$ cat src/rtl/video_timing_detector.sv
// video_timing_detector: rebuilds line/pixel counters from active-low syncs,
// measures line length and frame height, classifies the timing and tracks lock.
module video_timing_detector #(
    parameter int unsigned LOCK_FRAMES = 2
) (
    input  logic       clk,
    input  logic       rst,
    input  logic       clken,
    input  logic       hsync_in,
    input  logic       vsync_in,
    output logic [8:0] hcnt,
    output logic [8:0] vcnt,
    output logic [8:0] line_len,
    output logic [8:0] frame_lines,
    output logic       frame_strobe,
    output logic       locked,
    output logic [1:0] mode,
    output logic       mode_valid
);

    localparam int unsigned CW      = 9;
    localparam int unsigned MCW     = 3;
    localparam logic [CW-1:0]  CNT_MAX = CW'(511);
    localparam logic [MCW-1:0] LOCK_MC = MCW'(LOCK_FRAMES);

    typedef enum logic [1:0] {
        SEARCH  = 2'd0,
        MEASURE = 2'd1,
        LOCKED  = 2'd2
    } state_e;

    logic            hs_q, vs_q;
    logic [CW-1:0]   hcnt_q, vcnt_q, line_len_q, frame_lines_q;
    logic            frame_strobe_q;
    state_e          state_q, state_d;
    logic [MCW-1:0]  mc_q, mc_d;
    logic            locked_q, locked_d;
    logic [1:0]      mode_q, mode_d;
    logic            mode_valid_q, mode_valid_d;
    logic [2*CW-1:0] prev_q, prev_d;
    logic            prev_vld_q, prev_vld_d;

    logic            hedge_c, vedge_c, timeout_c, match_c;
    logic [1:0]      match_mode_c;
    logic [2*CW-1:0] pair_c;

    assign hedge_c   = clken & hs_q & ~hsync_in;
    assign vedge_c   = clken & vs_q & ~vsync_in;
    assign timeout_c = (hcnt_q == CNT_MAX) || (vcnt_q == CNT_MAX);
    assign pair_c    = {line_len_q, frame_lines_q};

    // Sync sampling, sync-relative counters and per-edge measurements.
    always_ff @(posedge clk or posedge rst) begin
        if (rst) begin
            hs_q           <= 1'b1;
            vs_q           <= 1'b1;
            hcnt_q         <= '0;
            vcnt_q         <= '0;
            line_len_q     <= '0;
            frame_lines_q  <= '0;
            frame_strobe_q <= 1'b0;
        end else begin
            frame_strobe_q <= vedge_c;
            if (clken) begin
                hs_q <= hsync_in;
                vs_q <= vsync_in;
            end
            if (hedge_c) begin
                hcnt_q     <= '0;
                line_len_q <= hcnt_q;
            end else if (clken && (hcnt_q != CNT_MAX)) begin
                hcnt_q <= hcnt_q + CW'(1);
            end
            if (vedge_c) begin
                vcnt_q        <= '0;
                frame_lines_q <= vcnt_q - CW'(1) + CW'(hedge_c);
            end else if (hedge_c && (vcnt_q != CNT_MAX)) begin
                vcnt_q <= vcnt_q + CW'(1);
            end
        end
    end

    // Known-timing lookup on the measured pair.
    always_comb begin
        match_c      = 1'b1;
        match_mode_c = mode_q;
        case (pair_c)
            {CW'(447), CW'(311)}: match_mode_c = 2'b00;
            {CW'(455), CW'(310)}: match_mode_c = 2'b01;
            {CW'(447), CW'(319)}: match_mode_c = 2'b10;
            {CW'(447), CW'(261)}: match_mode_c = 2'b11;
            default:              match_c      = 1'b0;
        endcase
    end

    // Lock state and classification registers.
    always_ff @(posedge clk or posedge rst) begin
        if (rst) begin
            state_q      <= SEARCH;
            mc_q         <= '0;
            locked_q     <= 1'b0;
            mode_q       <= 2'b00;
            mode_valid_q <= 1'b0;
            prev_q       <= '0;
            prev_vld_q   <= 1'b0;
        end else begin
            state_q      <= state_d;
            mc_q         <= mc_d;
            locked_q     <= locked_d;
            mode_q       <= mode_d;
            mode_valid_q <= mode_valid_d;
            prev_q       <= prev_d;
            prev_vld_q   <= prev_vld_d;
        end
    end

    // Next state: acts one clk after each vsync edge; a saturated counter overrides.
    always_comb begin
        state_d      = state_q;
        mc_d         = mc_q;
        locked_d     = locked_q;
        mode_d       = mode_q;
        mode_valid_d = mode_valid_q;
        prev_d       = prev_q;
        prev_vld_d   = prev_vld_q;
        if (timeout_c) begin
            state_d      = SEARCH;
            mc_d         = '0;
            locked_d     = 1'b0;
            mode_valid_d = 1'b0;
        end else if (frame_strobe_q) begin
            mode_valid_d = match_c;
            if (match_c) begin
                mode_d = match_mode_c;
            end
            prev_d     = pair_c;
            prev_vld_d = 1'b1;
            case (state_q)
                SEARCH: begin
                    // First measurement after search spans a partial frame.
                    state_d    = MEASURE;
                    mc_d       = '0;
                    prev_vld_d = 1'b0;
                end
                MEASURE: begin
                    if (prev_vld_q && (pair_c == prev_q) && match_c) begin
                        mc_d = mc_q + MCW'(1);
                        if (mc_d == LOCK_MC) begin
                            state_d  = LOCKED;
                            locked_d = 1'b1;
                        end
                    end else begin
                        mc_d = '0;
                    end
                end
                LOCKED: begin
                    if (pair_c != prev_q) begin
                        state_d  = MEASURE;
                        mc_d     = '0;
                        locked_d = 1'b0;
                    end
                end
                default: begin
                    state_d = SEARCH;
                    mc_d    = '0;
                end
            endcase
        end
    end

    assign hcnt         = hcnt_q;
    assign vcnt         = vcnt_q;
    assign line_len     = line_len_q;
    assign frame_lines  = frame_lines_q;
    assign frame_strobe = frame_strobe_q;
    assign locked       = locked_q;
    assign mode         = mode_q;
    assign mode_valid   = mode_valid_q;

endmodule

$ cat config.mk
export PLATFORM = sky130hd
export DESIGN_NAME = video_timing_detector
export DESIGN_NICKNAME = d
export VERILOG_FILES = /design/src/rtl/video_timing_detector.sv
export SDC_FILE = /design/constraint.sdc
export NUM_CORES = 1
export LEC_CHECK = 0
export ABC_CLOCK_PERIOD_IN_PS = 2200
export CAP_MARGIN = 20
export CORE_AREA = 3 3 86 88
export DETAILED_ROUTE_END_ITERATION = 8
export DIE_AREA = 0 0 89 91
export GPL_ROUTABILITY_DRIVEN = 0
export MAX_ROUTING_LAYER = met4
export PLACE_DENSITY = 0.86
export SYNTH_ARGS = -nofsm -noshare
export SYNTH_HDL_FRONTEND = slang
export SYNTH_SLANG_ARGS = --single-unit
$ cat constraint.sdc
create_clock -name clk -period 2.2 [get_ports clk]
set_input_delay 0.22 -clock clk [delete_from_list [all_inputs] [get_ports clk]]
set_output_delay 0.22 -clock clk [all_outputs]
set_load 0.05 [all_outputs]
==> results.txt, run 1 <==
The run finished with clean final reports. Power spread over the standard cell area amounts to 1190 nW/um^2. The number of antenna violations at the first check in global routing is 0. The instance count of the mapped netlist came out at 320. The worst-case reg-to-reg path depth is 8. The remaining global-route overflow came out at 0. The routed wire length came out at 7.72 mm.

The register-to-register setup slack is 0.13 ns. After the first detailed-routing iteration, the DRC count stood at 200. The post-layout net count came out at 406. The first detailed-routing pass ran for 4 iterations. The maximum number of buffers from clock root to sink is 2. The first-pass GRT wire length is 13.2 mm. The largest net degree at the start of global routing is 68. The number of cell rows came out at 30. The average wire length per cell after detail routing came out at 16.1 um. The number of nets with antenna violations after routing is 0. Before CTS, the worst setup slack after placement is just under 0.08 ns. When the netlist entered floorplanning its net count stood at 333.

The detailed placer's ending HPWL is 5.52 mm. IR analysis of the VDD net gives a maximum drop of 0.845 mV. The root buffer cell chosen for the clock tree is clkbuf_8.

At the worst endpoint, the required time is 2.43 ns. Across every metal layer, demand over resource in global routing totals 0.214. On the critical path, the stage with the largest delay is an instance of dfrtp_2. The vertical die dimension came out at between 90 and 100 um. Traced cell by cell, the critical path runs through ha_1 > nand2_1 > nor2_1 > ha_1 > nor2_2 > and2_1 > buf_4 > mux2_2. The region available for standard cell placement spans 6720 sq um.

Setup violations remaining at the end of the flow were counted as 0. The clock tree from TritonCTS is built. The setup total negative slack is 0 ns.

The post-route clock period utilization is 0.939. The repair_antennas step left the layout with diodes totalling 0. Setup repair after global routing left no endpoint under its margin.

The clock insertion delay at the later pin of the skew report came out at 0.35 ns. In this run, distinct cell masters in the synthesized netlist total 45. Clock skew on the completed layout was measured at about 0.011 ns. The largest single stage delay on the critical path is about 0.46 ns. The final count of hold timing violations came out at 0. In the layout the commonest cells are 55 x dfrtp_1, 53 x nand2_1, 45 x clkdlybuf4s50_1, 25 x buf_4, 24 x nor2_1. Summing all placed instances gives a cell area of 4020 sq um. The library cell used most frequently in the layout, excluding fill and tap cells, is dfrtp_1. With fillers left out, the area of the finished cells amounts to between 4000 and 5000 sq um. The die outline width is 89 um. The worst path needs roughly 2.1 ns of the cycle, external delays included. The starting density of the core is 0.490. The total of warnings raised by yosys came out at 0. The number of slew-limit violations in the final report came out at 0. For this run, design rule violations remaining after detail routing come to 0. The type of the worst min-delay path is primary input to asynchronous set/reset pin. The number of vias in the routed layout came out at between 2,000 and 3,000. The worst-margin pin slew is 0.521 ns.

STA classifies the critical path startpoint as a register. The number of cells on the critical path came out at 8. The signed area change from the synthesized netlist to the final layout is 29.5%.

The clock edge transition at the registers on the reported setup and hold paths is around 0.080 ns. Among cell families on the critical path, the largest total delay comes from adder cells. Of the cells placed in the final design, the portion with a size suffix greater than 1 is 0.221. The endpoint identified for the worst register-to-register timing path is prev_q[16]$_DFFE_PP0P_.

The total of max-cap violations is 0. The number of flip-flops and latches in the synthesized netlist is 67. The average instance in the mapped netlist occupies about 10 sq um. The final cell count without fillers is around 480. The number of global-route vias before repair is 2,747. The clock sink count came out at 67. The worst setup path is of the register to register kind. Headroom to the max-slew limit came out at 0.651. The mean number of vias per cell came out at approximately 5.5. The instance count after placement with tap cells included came out at 461. The leakage power figure came out at 0.00196 uW.

The maximum level of the CTS H-tree came out at 3. The tightest hold path in the finished design has a slack of approximately 0.26 ns. Of the synthesized area, sequential elements account for 0.510. The cell type with the highest occurrence count on the critical path is ha_1. The startpoint of the most critical register-to-register path is vcnt[0]$_DFFE_PP0P_.

Input and output buffers added on the ports amount to 45. The most critical setup path has its endpoint at prev_q[16]$_DFFE_PP0P_. The maximum fanout along the worst path is 8. TritonCTS created 9 clock buffers. The worst path buffer plus inverter count is 1. Across all setup checks in the final design, the least slack found is 0.135 ns. At the worst endpoint, the arrival time is 2.29 ns. Tracing the worst setup path back leads to its startpoint at vcnt[0]$_DFFE_PP0P_. STA classifies the critical path endpoint as a register. The hold buffer count at cts came out at 0. In this run the cell area of the synthesized design comes to ~3300 sq um. In this run the count of I/O pins placed on the die edge is 46. The maximum clock rate came out at 484 MHz. The full die area is 8100 sq um.
## worst min-delay path, stage by stage
cell	delay, ns
clkdlybuf4s50_1	0.42
inv_2	0.07
buf_12	0.31
## report_power, final
part,switching (uW),leakage [uW],internal (uW)
clock network,485,0.000106,640
logic,1240,0.000989,818
registers,339,0.000865,1540
## through the flow
stage               total power, uW  utilization
global route                   5350        0.635
detailed placement             3930        0.599
CTS                            5090        0.631
floorplan                      3210            -
finish                         5070        0.635
global placement               3840        0.599
## timing repair
| action | in CTS | in global routing |
|---|---|---|
| setup buffers | 0 | 1 |
| setup endpoints to repair | 0 | 14 |
| gates resized for setup | 0 | 6 |
## layer usage
layer | vias up | GRT usage | wire (um)
met4 | 0 | 0.107 | 243
met5 | - | - | 0
met2 | 63 | 0.337 | 3900
li1 | 1255 | - | -
met3 | 23 | 0.0290 | 248
met1 | 1297 | 0.268 | 3320
## cells by family after synthesis
group | after synthesis | share of synthesized area
buffers and inverters | 19 | 0.0216
flip-flops | 67 | 0.510
AO/OA/AOI/OAI | 41 | 0.0775
XOR/XNOR | 35 | 0.0930
multiplexers | 21 | 0.0710
adder cells (fa/ha/maj) | 8 | 0.0304
AND/OR/NAND/NOR | 129 | 0.197
## sequential cells by signal, indices dropped and copies added (netlist names)
signal and flops:
frame_lines 9, frame_strobe 1, hcnt 9, hs_q 1
line_len 9, locked 1, mc_q 3, mode 2
mode_valid 1, prev_q 18, prev_vld_q 1, state_q 2
vcnt 9, vs_q 1
## worst min path at each step
stage	from	to	slack [ns]	depth (start not counted)
after global routing	rst	vcnt[1]$_DFFE_PP0P_	0.31	3
after floorplan	hsync_in	hs_q$_DFFE_PP1P_	0.37	1
after global placement	locked$_DFFE_PP0P_	locked$_DFFE_PP0P_	0.48	2
final	rst	hcnt[2]$_DFFE_PP0P_	0.26	3
after detailed placement	locked$_DFFE_PP0P_	locked$_DFFE_PP0P_	0.49	2
after CTS	rst	vcnt[7]$_DFFE_PP0P_	0.28	3
## synth_stat cells (all sizes together)
master / n / area (sq um)
a32oi: 1 / 8.76
nand3: 9 / 45.0
o21ai: 25 / 129
nand2: 53 / 199
nor3b: 2 / 26.3
nand3b: 3 / 26.3
nor3: 4 / 30.0
o41ai: 1 / 8.76
o32ai: 1 / 27.5
mux2: 19 / 214
and3: 3 / 20.0
clkbuf: 9 / 33.8
or3: 4 / 25.0
dfstp: 2 / 52.6
o22a: 1 / 10.0
nand4: 9 / 56.3
and2: 1 / 6.26
ha: 8 / 100
or2b: 1 / 8.76
a21oi: 8 / 40.0
inv: 10 / 37.5
nor2: 25 / 93.8
nand2b: 1 / 6.26
a22o: 1 / 8.76
nand4bb: 1 / 11.3
o22ai: 1 / 6.26
xnor2: 12 / 105
or2: 1 / 6.26
or4b: 1 / 10.0
and4bb: 1 / 12.5
xor2: 23 / 201
a211oi: 1 / 7.51
dfrtp: 65 / 1630
mux2i: 2 / 20.0
or4: 2 / 15.0
nor4: 5 / 31.3
nor2b: 3 / 18.8
a221oi: 1 / 8.76
## area by class of cell
class / count / area (sq um)
fill: 534 / 2450
sequential: 67 / 1690
multi-input combinational: 234 / 1560
timing repair buffer: 71 / 658
clock buffer: 10 / 128
tap: 80 / 100
clock inverter: 6 / 90.1
inverter: 10 / 37.5
Power figures use the tool's default switching activity.
==> inputs of run 2 (changes only) <==
--- a/config.mk
+++ b/config.mk
@@ -12,7 +12,7 @@
 export DIE_AREA = 0 0 89 91
 export GPL_ROUTABILITY_DRIVEN = 0
 export MAX_ROUTING_LAYER = met4
-export PLACE_DENSITY = 0.86
+export PLACE_DENSITY_LB_ADDON = 0.3
 export SYNTH_ARGS = -nofsm -noshare
 export SYNTH_HDL_FRONTEND = slang
 export SYNTH_SLANG_ARGS = --single-unit
==> results.txt, run 2 (synthesized netlist as in run 1, its figures left out) <==
The maximum fanout along the worst path is 7 (was 8). The post-CTS setup buffer count is 0 (unchanged). The share of cells above drive strength 1 is 0.219 (was 0.221). The number of global-route vias before repair came out at 2,587 (was 2,747). The startpoint of the most critical register-to-register path is frame_lines[1]$_DFFE_PP0P_ (was vcnt[0]$_DFFE_PP0P_). The remaining global-route overflow is 0 (unchanged). The most flop-heavy register is prev_q (unchanged).

The worst vdd rail ir drop was 0.743 mV (was 0.845 mV). The total global routing track utilization came out at 0.203 (was 0.214). The switching power of the nets is 1970 uW (was 2060 uW). The type of the worst min-delay path is primary input to asynchronous set/reset pin (unchanged). The maximum level of the CTS H-tree is 3 (unchanged). The detailed placer's ending HPWL is 5.21 mm (was 5.52 mm). The net switching share of the total power was 0.407 (was 0.408). The clock network power share is 0.191 (was 0.222).

The clock sink count came to 67 (unchanged). The number of cell rows is 30 (unchanged). The area of the core came to 6720 sq um (unchanged).

The count of endpoints failing setup in the final report came out at 0 (unchanged). The number of vias in the routed layout is 2,534 (was 2,638). The number of instances resized during post-cts repair came out at 0 (unchanged). Worst-path cell chain: xor2_1 > nor4_1 > nand4_1 > o32ai_4 > nand3b_2 > o21ai_1 (was ha_1 > nand2_1 > nor2_1 > ha_1 > nor2_2 > and2_1 > buf_4 > mux2_2).

The mean number of vias per cell is 5.30 (was 5.52). The cell internal power dissipation was 2870 uW (was 3000 uW). Unrepaired setup endpoints after global routing: true (was false). The total of max-cap violations is 0 (unchanged). The largest net degree at the start of global routing is 68 (unchanged). The clock edge transition at the registers on the reported setup and hold paths came out at 0.06 ns (was 0.08 ns). The post-layout net count is 407 (was 406).

The routed wire length came out at 7.18 mm (was 7.72 mm). The starting density of the core came out at 0.490 (unchanged). The logic gate share of total power came out at 0.426 (was 0.407). The placed cell area came out at 4040 sq um (was 4020 sq um).

The leakage power figure is 0.00195 uW (was 0.00196 uW). The relative slew slack came out at 0.661 (was 0.651). The class of the most critical setup path is register to register (unchanged). The filler cell count is 557 (was 534). The hold buffer count at cts came out at 0 (unchanged). The final cell count without fillers is 478 (unchanged). The maximum number of buffers from clock root to sink was 2 (unchanged).

The number of flip-flops in the largest register came to 18 (unchanged). The maximum clock rate came out at 484 MHz (about the same). The die outline width is 89 um (unchanged).

The register-to-register setup slack is 0.14 ns (was 0.13 ns). The delay of the slowest cell on the worst path came out at 0.47 ns (was 0.46 ns). The final non-filler cell area came out at 4230 sq um (was 4270 sq um).

The worst path buffer plus inverter count is 0 (was 1). The portion of total power attributed to sequential cells is 0.383 (was 0.371). Run status: finished clean (unchanged). The post-detailed-route DRC marker count came to 0 (unchanged).

The average wire length per cell after detail routing came out at 15.0 um (was 16.1 um). The cell family contributing the most delay on the critical path is simple AND/OR/NAND/NOR gates (was adder cells). The most common library cell in the layout ignoring fill and taps is dfrtp_1 (unchanged).

The count of antenna diodes in the layout is 0 (unchanged). The highest-delay cell along the critical path was dfrtp_1 (was dfrtp_2). The signed area change from the synthesized netlist to the final layout was 28.4% (was 29.5%). The minimum clock period came out at 2.06 ns (was 2.07 ns). The port buffer count was 45 (unchanged). The clock insertion delay at the later pin of the skew report came out at 0.34 ns (was 0.35 ns). The clock tree from TritonCTS is built (unchanged). The endpoint kind of the worst setup timing path was a register (unchanged).

The ratio of total power to cell area came out at 1140 nW/um^2 (was 1190 nW/um^2). The number of detailed-routing iterations run before antenna repair came out at 4 (unchanged). The first-pass GRT wire length is 12.5 mm (was 13.2 mm). The worst-margin pin slew came out at 0.507 ns (was 0.521 ns). The vertical die dimension came to 91 um (unchanged). The full die area came out at 8100 sq um (unchanged).

The kind of launch point of the worst setup path is a register (unchanged). The data arrival time of the critical path came to 2.29 ns (about the same). Leading cell types in the layout, fill and taps excluded: 55 x dfrtp_1, 53 x nand2_1, 45 x clkdlybuf4s50_1, 26 x buf_4, 24 x nor2_1 (was 55 x dfrtp_1, 53 x nand2_1, 45 x clkdlybuf4s50_1, 25 x buf_4, 24 x nor2_1).

The number of buffers created by CTS is 9 (unchanged). The clock skew came out at 0.00886 ns (was 0.0112 ns). The CTS root buffer is clkbuf_8 (unchanged). The final count of hold timing violations is 0 (unchanged). The I/O pin count came out at 46 (unchanged). The number of slew-limit violations in the final report came to 0 (unchanged). The worst-case reg-to-reg path depth came out at 6 (was 8). The post-route clock period utilization is 0.939 (about the same).

The instance count after placement with tap cells included came to 463 (was 461). The critical register-to-register path endpoint is mc_q[0]$_DFFE_PP0P_ (was prev_q[16]$_DFFE_PP0P_). The number of antenna violations at the first check in global routing came to 0 (unchanged). The number of DRC markers in iteration 0 came out at 99 (was 200). The number of nets with antenna violations after routing is 0 (unchanged). The required time at the endpoint of the critical path came out at 2.42 ns (was 2.43 ns).
-- run 2: per-stage QoR --
step                      utilization  total power [uW]  hold WS [ns]  setup TNS [ns]  setup WS [ns]
after floorplan                     -              3210         0.372               0       0.000757
final                           0.630              4830         0.274               0          0.135
after CTS                       0.628              4880         0.281               0         0.0827
after global placement          0.601              3900         0.475               0          0.133
after global routing            0.630              5130         0.315        -0.00308       -0.00200
after detailed placement        0.601              3940         0.487               0          0.108
-- run 2: layout make-up --
type | instances | area, sq um | share of cell area
inverter | 10 | 37.5 | 0.00887
multi-input combinational | 234 | 1560 | 0.368
sequential | 67 | 1690 | 0.400
timing repair buffer | 72 | 666 | 0.157
clock buffer | 13 | 169 | 0.0399
tap | 80 | 100 | 0.0237
clock inverter | 2 | 10.0 | 0.00237
-- run 2: worst max path at each step --
stage / from / endpoint / slack [ns] / cells past startpoint
floorplan: vcnt[3]$_DFFE_PP0P_ / prev_q[13]$_DFFE_PP0P_ / 0.0008 / 9
global placement: vcnt[1]$_DFFE_PP0P_ / mc_q[0]$_DFFE_PP0P_ / 0.13 / 9
detailed placement: vcnt[1]$_DFFE_PP0P_ / mc_q[0]$_DFFE_PP0P_ / 0.11 / 9
CTS: vcnt[1]$_DFFE_PP0P_ / mc_q[0]$_DFFE_PP0P_ / 0.08 / 9
global route: hcnt[0]$_DFFE_PP0P_ / hcnt[7]$_DFFE_PP0P_ / -0.002 / 8
finish: frame_lines[1]$_DFFE_PP0P_ / mc_q[0]$_DFFE_PP0P_ / 0.14 / 6
-- run 2: metal layers --
layer	routed length, um	global-route usage
met2	3490	0.306
met5	0	-
met4	78	0.0620
met1	3390	0.269
met3	225	0.0508
-- run 2: worst register-to-register path: cells and delay by family, from the launching register on --
kind / cells / cell delay (ns)
AOI/OAI and AO/OA: 2 / 0.47
xor gates and xnor gates: 1 / 0.19
DFF: 1 / 0.47
and+or+nand+nor: 3 / 0.82
-- run 2: power groups by stage --
stage | combinational, uW | clock (uW) | sequential (uW)
after floorplan | 772 | 0 | 2440
after global placement | 2040 | 0 | 1860
after detailed placement | 2060 | 0 | 1880
after CTS | 2070 | 954 | 1850
after global routing | 2220 | 1010 | 1910
final | 2060 | 923 | 1850
==> inputs of run 3 (changes only) <==
--- a/config.mk
+++ b/config.mk
@@ -8,6 +8,7 @@
 export ABC_CLOCK_PERIOD_IN_PS = 2200
 export CAP_MARGIN = 20
 export CORE_AREA = 3 3 86 88
+export CTS_CLUSTER_SIZE = 30
 export DETAILED_ROUTE_END_ITERATION = 8
 export DIE_AREA = 0 0 89 91
 export GPL_ROUTABILITY_DRIVEN = 0
==> results of run 3 <==
No change in the layout: final DEF, timing and power equal those of run 2.
==> patch 1 (config.mk and constraints of run 2) <==
Change the localparam `MCW` from 3 to 6.
--- a/src/rtl/video_timing_detector.sv
+++ b/src/rtl/video_timing_detector.sv
@@ -19,7 +19,7 @@
 );
 
     localparam int unsigned CW      = 9;
-    localparam int unsigned MCW     = 3;
+    localparam int unsigned MCW     = 6;
     localparam logic [CW-1:0]  CNT_MAX = CW'(511);
     localparam logic [MCW-1:0] LOCK_MC = MCW'(LOCK_FRAMES);
 
Function: same outputs for any inputs over 10 cycles, from zero or initial values and one cycle with rst high; that may be too few to reach the edited logic, so the function may still have changed.
==> patch 1 against run 2 <==
  * Power is 14% higher
  * Routed wire length is 18% higher
  * Area after synthesis is 6.2% higher
  * Count of clock-buffer cells in the layout is 2 lower
  * Via count is 13% higher
  * Die area stayed put
  * Worst setup slack worse by 0.12 ns
  * Synthesized cell count is 6.6% higher
  * Sequential share of layout area is 2.2 points lower
  * Sequential cell count is 3 higher
  * Cell area is 11% higher
  * Critical path type unchanged
  * Largest cell class unchanged
  * Highest routed layer unchanged
==> patch 1: results (changes against run 2) <==
[synthesis]
netlist_top_cells_count=dfrtp_1, nand2_1, xor2_1
synth_area_leaders=dfrtp_1, xor2_1, nand2_1
syn_nets=354  ; +6.3%
synth-adder-area-share_pct=2.862  ; -0.18 points
ys_warn_count=0  ; unchanged
synth_compound_area_share_pct=8.122  ; +0.37 points
synth_xor_area_share_pct=10.27  ; +0.96 points
synthMuxAreaShare_pct=7.442  ; +0.34 points
ys_seq_area_share_pct=50.16  ; -0.81 points
async_flop_share_pct=100.0  ; unchanged
synth_ff_type=dfrtp_1
ys_types=47  ; +4.4%

[routing]
vias=2875  ; +13%
dr.pass1.iters=4  ; unchanged
drt_iter0_markers=142  ; +43%
drt_wl_total_mm=8.481  ; +18%

[final_layout]
largest_reg_flops=18  ; unchanged
antennaDiodeCount=0  ; unchanged
drive_gt1_share_pct=29.00  ; +7.1 points
finalNetCount=446  ; +9.6%
top_register=prev_q

[critical_path]
r2r_cells=7  ; +1
cp.arrival_ns=2.43  ; +0.14 ns
crit_slowest_cell=or4_4
r2r_slack_ns=0.02  ; -0.12 ns
cp-startpoint=frame_lines[1]
slowest_delay_ns=0.57  ; +0.10 ns
cp_max_fo=5  ; -2
crit_end=mc_q[5]
cp_top_family=simple AND/OR/NAND/NOR gates

[power]
switching_share_pct=39.69  ; -0.99 points
ir_drop_mv=0.7361  ; -0.96%
power.leakage_nw=2.161  ; +11%

[worst_hold_path]
hp-class=in -> async

[place]
numPortBuffers=45  ; unchanged
place_area_sq_mm=0.004377  ; +8.4%
dp_worst_setup_slack_ns=-0.02407  ; -0.1322 ns
hpwl_mm=5.906  ; +13%

[sta]
relSlewSlack_pct=65.09  ; -1.0 points
fin_skew_ns=0.007943  ; -0.0009127 ns

[grt]
grt_pass1_vias=2791  ; +7.9%
grt_usage_pct=22.82  ; +2.6 points
grt_max_degree=37  ; -46%
grt_pass1_wl_mm=14.10  ; +12%

[cts]
numCtsBuffers=9  ; unchanged
h-tree-depth=3  ; unchanged
root_buffer=clkbuf_8
path_clk_slew_ns=0.08  ; +0.02 ns
clk_latency_ns=0.34  ; about the same
clockBufferDepth=2  ; unchanged

[status]
outcome=completed

==> patch 1: worst min-delay path by stage <==
stage                        start   endpoint  slack (ns)  cells after the start
after floorplan           hsync_in       hs_q        0.37                      1
final                          rst    vcnt[6]        0.21                      2
after detailed placement   mode[1]    mode[1]        0.47                      2
after global routing           rst  prev_q[6]        0.22                      2
after CTS                      rst    vcnt[6]        0.21                      2
after global placement     mode[0]    mode[0]        0.47                      2
==> patch 1: area by class of cell <==
| type | count | area (sq um) |
|---|---|---|
| multi-input cells | 255 | 1754 |
| flip-flops and latches | 70 | 1775 |
| fillers | 474 | 2017 |
| well taps | 80 | 100.1 |
| clock buffers | 11 | 151.4 |
| inverters | 7 | 26.28 |
| clock inverters | 5 | 81.33 |
| repair buffers | 90 | 813.3 |
==> patch 1: layer usage <==
layer | up-vias | track usage, % | part of all wire [%]
met5 | - | - | 0
met4 | 0 | 5.335 | 1.2
met3 | 11 | 4.991 | 4.3
met2 | 81 | 33.23 | 47
met1 | 1413 | 32.92 | 47
li1 | 1370 | - | -
==> patch 1: power by group through the flow <==
stage / logic [mW] / clock network (mW) / registers, mW
after floorplan: 0.850 / 0 / 2.52
after global placement: 2.26 / 0 / 1.89
after detailed placement: 2.29 / 0 / 1.92
after CTS: 2.42 / 1.21 / 1.88
after global routing: 2.62 / 1.28 / 1.93
final: 2.44 / 1.20 / 1.88
==> patch 1: timing repair <==
| item | in CTS | in global routing |
|---|---|---|
| pin swaps | 5 | 5 |
| gates resized for setup | 7 | 9 |
| gates cloned | 0 | 0 |
| buffers inserted | 5 | 0 |
| setup endpoints to repair | 8 | 9 |
==> patch 1: cell families (layout without fill, tap and decap cells) <==
family / count (synthesis) / count (layout)
compound gates: 45 / 45
mux: 23 / 23
xor+xnor: 41 / 41
fa+ha+maj: 8 / 8
simple gates: 138 / 138
flops: 70 / 70
buf+inv: 16 / 113
==> patch 1: worst register-to-register path: cells and delay by family, from the launching register on <==
| family | cells | cell delay [ns] |
|---|---|---|
| compound gates | 2 | 0.39 |
| buf+inv | 1 | 0.21 |
| flops | 1 | 0.41 |
| simple gates | 4 | 1.09 |
==> patch 1: per-stage QoR <==
stage / hold WS (ns) / total power, mW / instances
6_report: 0.2053 / 5.516 / 518
5_1_grt: 0.2246 / 5.820 / 518
4_1_cts: 0.2075 / 5.511 / 518
3_5_place_dp: 0.4700 / 4.208 / 497
3_3_place_gp: 0.4661 / 4.153 / 497
2_1_floorplan: 0.3721 / 3.370 / 341
==> patch 2 (flow settings as in run 2) <==
Made on the original files. Re-encode `state_e` (3 states) as one-hot, 3 bits wide.
--- a/src/rtl/video_timing_detector.sv
+++ b/src/rtl/video_timing_detector.sv
@@ -23,10 +23,10 @@
     localparam logic [CW-1:0]  CNT_MAX = CW'(511);
     localparam logic [MCW-1:0] LOCK_MC = MCW'(LOCK_FRAMES);
 
-    typedef enum logic [1:0] {
-        SEARCH  = 2'd0,
-        MEASURE = 2'd1,
-        LOCKED  = 2'd2
+    typedef enum logic [2:0] {
+        SEARCH  = 3'b001,
+        MEASURE = 3'b010,
+        LOCKED  = 3'b100
     } state_e;
 
     logic            hs_q, vs_q;
Formal check against the unedited RTL: same outputs for any inputs over 4 cycles, from zero or initial values and one cycle with rst high; so few cycles prove little.
==> patch 2 against run 2 <==
  * Clock power increased by 34%
  * Routed wire length is 13% higher
  * Critical path type unchanged
  * Area after synthesis increased by 3.7%
  * Worst setup slack worse by 0.10 ns
  * Clock skew decreased by 0.0037 ns
  * Cell area rose by 7.6%
  * Sequential share of layout area down 2.0 points
  * Count of clock-buffer cells in the layout shrank 3
  * Die area unchanged
  * Sequential cell count increased by 1
  * Power is 7.7% higher
==> patch 2: results (changes against run 2) <==
[cts]
clk_latency_ns=0.34  ; about the same
root_buffer=clkbuf_8
numCtsBuffers=9  ; unchanged
cts_setup_buffers=0  ; unchanged
path_clk_slew_ns=0.07
cts_repair_resize_count=0  ; unchanged
h-tree-depth=3  ; unchanged
clockBufferDepth=2  ; unchanged

[sta]
relSlewSlack_pct=64.89  ; -1.2 points
fin_skew_ns=0.005133  ; -0.003723 ns

[worst_hold_path]
hp-class=in -> async

[synthesis]
synth_ff_type=dfrtp_1
syn_nets=380  ; +14%
synth_area_leaders=dfrtp_1, nand2_1, xor2_1
ys_seq_area_share_pct=49.91  ; -1.1 points
syn_inst=367  ; +15%
ys_warn_count=0  ; unchanged
async_flop_share_pct=100.0  ; unchanged
netlist_top_cells_count=nand2_1, dfrtp_1, nor2_1
ys_types=48  ; +6.7%

[critical_path]
slowest_delay_ns=0.54  ; +0.07 ns
cp_top_family=compound AO/OA/AOI/OAI gates
cp.arrival_ns=2.42  ; +0.13 ns
cp_max_fo=6  ; -1
crit_slowest_cell=or4b_4

[place]
hpwl_mm=5.807  ; +11%
place_area_sq_mm=0.004199  ; +4.0%
dp_worst_setup_slack_ns=0.04335  ; -0.06481 ns
numPortBuffers=45  ; unchanged
placedCellCount=506  ; +9.3%

[floorplan]
fp.dieW_microns=89  ; unchanged

[routing]
wl_per_cell_microns=15.34  ; +2.0%
drt_wl_total_mm=8.143  ; +13%
dr.pass1.iters=4  ; unchanged
via_per_inst=5.450  ; +2.8%
drt_iter0_markers=240  ; +140%

[grt]
grt_usage_pct=21.64  ; +1.4 points
grt_max_degree=69  ; +1.5%
antenna_found_initial=0  ; unchanged
grt_pass1_vias=2674  ; +3.4%
grt_pass1_wl_mm=13.34  ; +6.4%

[final_layout]
fillers=518  ; -7.0%
antennaDiodeCount=0  ; unchanged
drive_gt1_share_pct=21.29  ; -0.57 points
top_register=prev_q
finalNetCount=459  ; +13%
largest_reg_flops=18  ; unchanged

[power]
ir_drop_mv=0.7693  ; +3.5%
p_per_area_mw_per_mm2=1143  ; +0.12%
power.leakage_nw=2.050  ; +4.9%

[status]
outcome=completed

patch 2: cell count changes in the layout (fill, tap and decap cells not counted), sizes merged, moves of 6 or more:
cell / delta
o21ai: -6
mux2: -17
xor2: -6
nand2: +51
o31ai: +6
buf: +7
xnor2: +6
patch 2: metal layers:
metal  part of all wire (%)  track usage (%)
met1                     45            29.59
met2                     49            32.43
met3                    4.5            5.354
met4                    1.5            5.583
met5                      0                -
patch 2: cell families (layout without fill, tap and decap cells):
logic type / count (synthesis) / in the layout / share of synthesized area, %
simple gates: 182 / 182 / 24.61
flops: 68 / 68 / 49.91
compound gates: 47 / 47 / 8.971
xor+xnor: 35 / 35 / 9.630
buf+inv: 22 / 106 / 2.417
fa+ha+maj: 8 / 8 / 2.929
mux: 5 / 5 / 1.538
patch 2: power breakdown:
group	leakage, nW	internal [mW]	switching [mW]	total (mW)
Sequential	0.865	1.54	0.299	1.84
Combinational	1.07	0.844	1.28	2.13
Clock	0.120	0.755	0.482	1.24
Total	2.05	3.14	2.07	5.20
patch 2: area by class of cell:
type,count,share of cell area [%]
clock buffers,10,2.804
clock inverters,6,2.474
inverters,11,0.9071
multi-input cells,277,37.91
flip-flops and latches,68,37.93
well taps,80,2.199
repair buffers,79,15.78
patch 2: path summary, 6_finish.rpt:
| kind | from | to | slack [ns] | cells after the start |
|---|---|---|---|---|
| worst max-delay path | line_len[5] | mc_q[0] | 0.03 | 5 |
| worst min-delay path | rst | hcnt[1] | 0.24 | 3 |
| worst max register to register | line_len[5] | mc_q[0] | 0.03 | 5 |
| worst min register to register | mode[1] | mode[1] | 0.49 | 1 |
| max in group asynchronous | rst | vs_q | 1.58 | 3 |
| min in group clk | mode[1] | mode[1] | 0.49 | 1 |
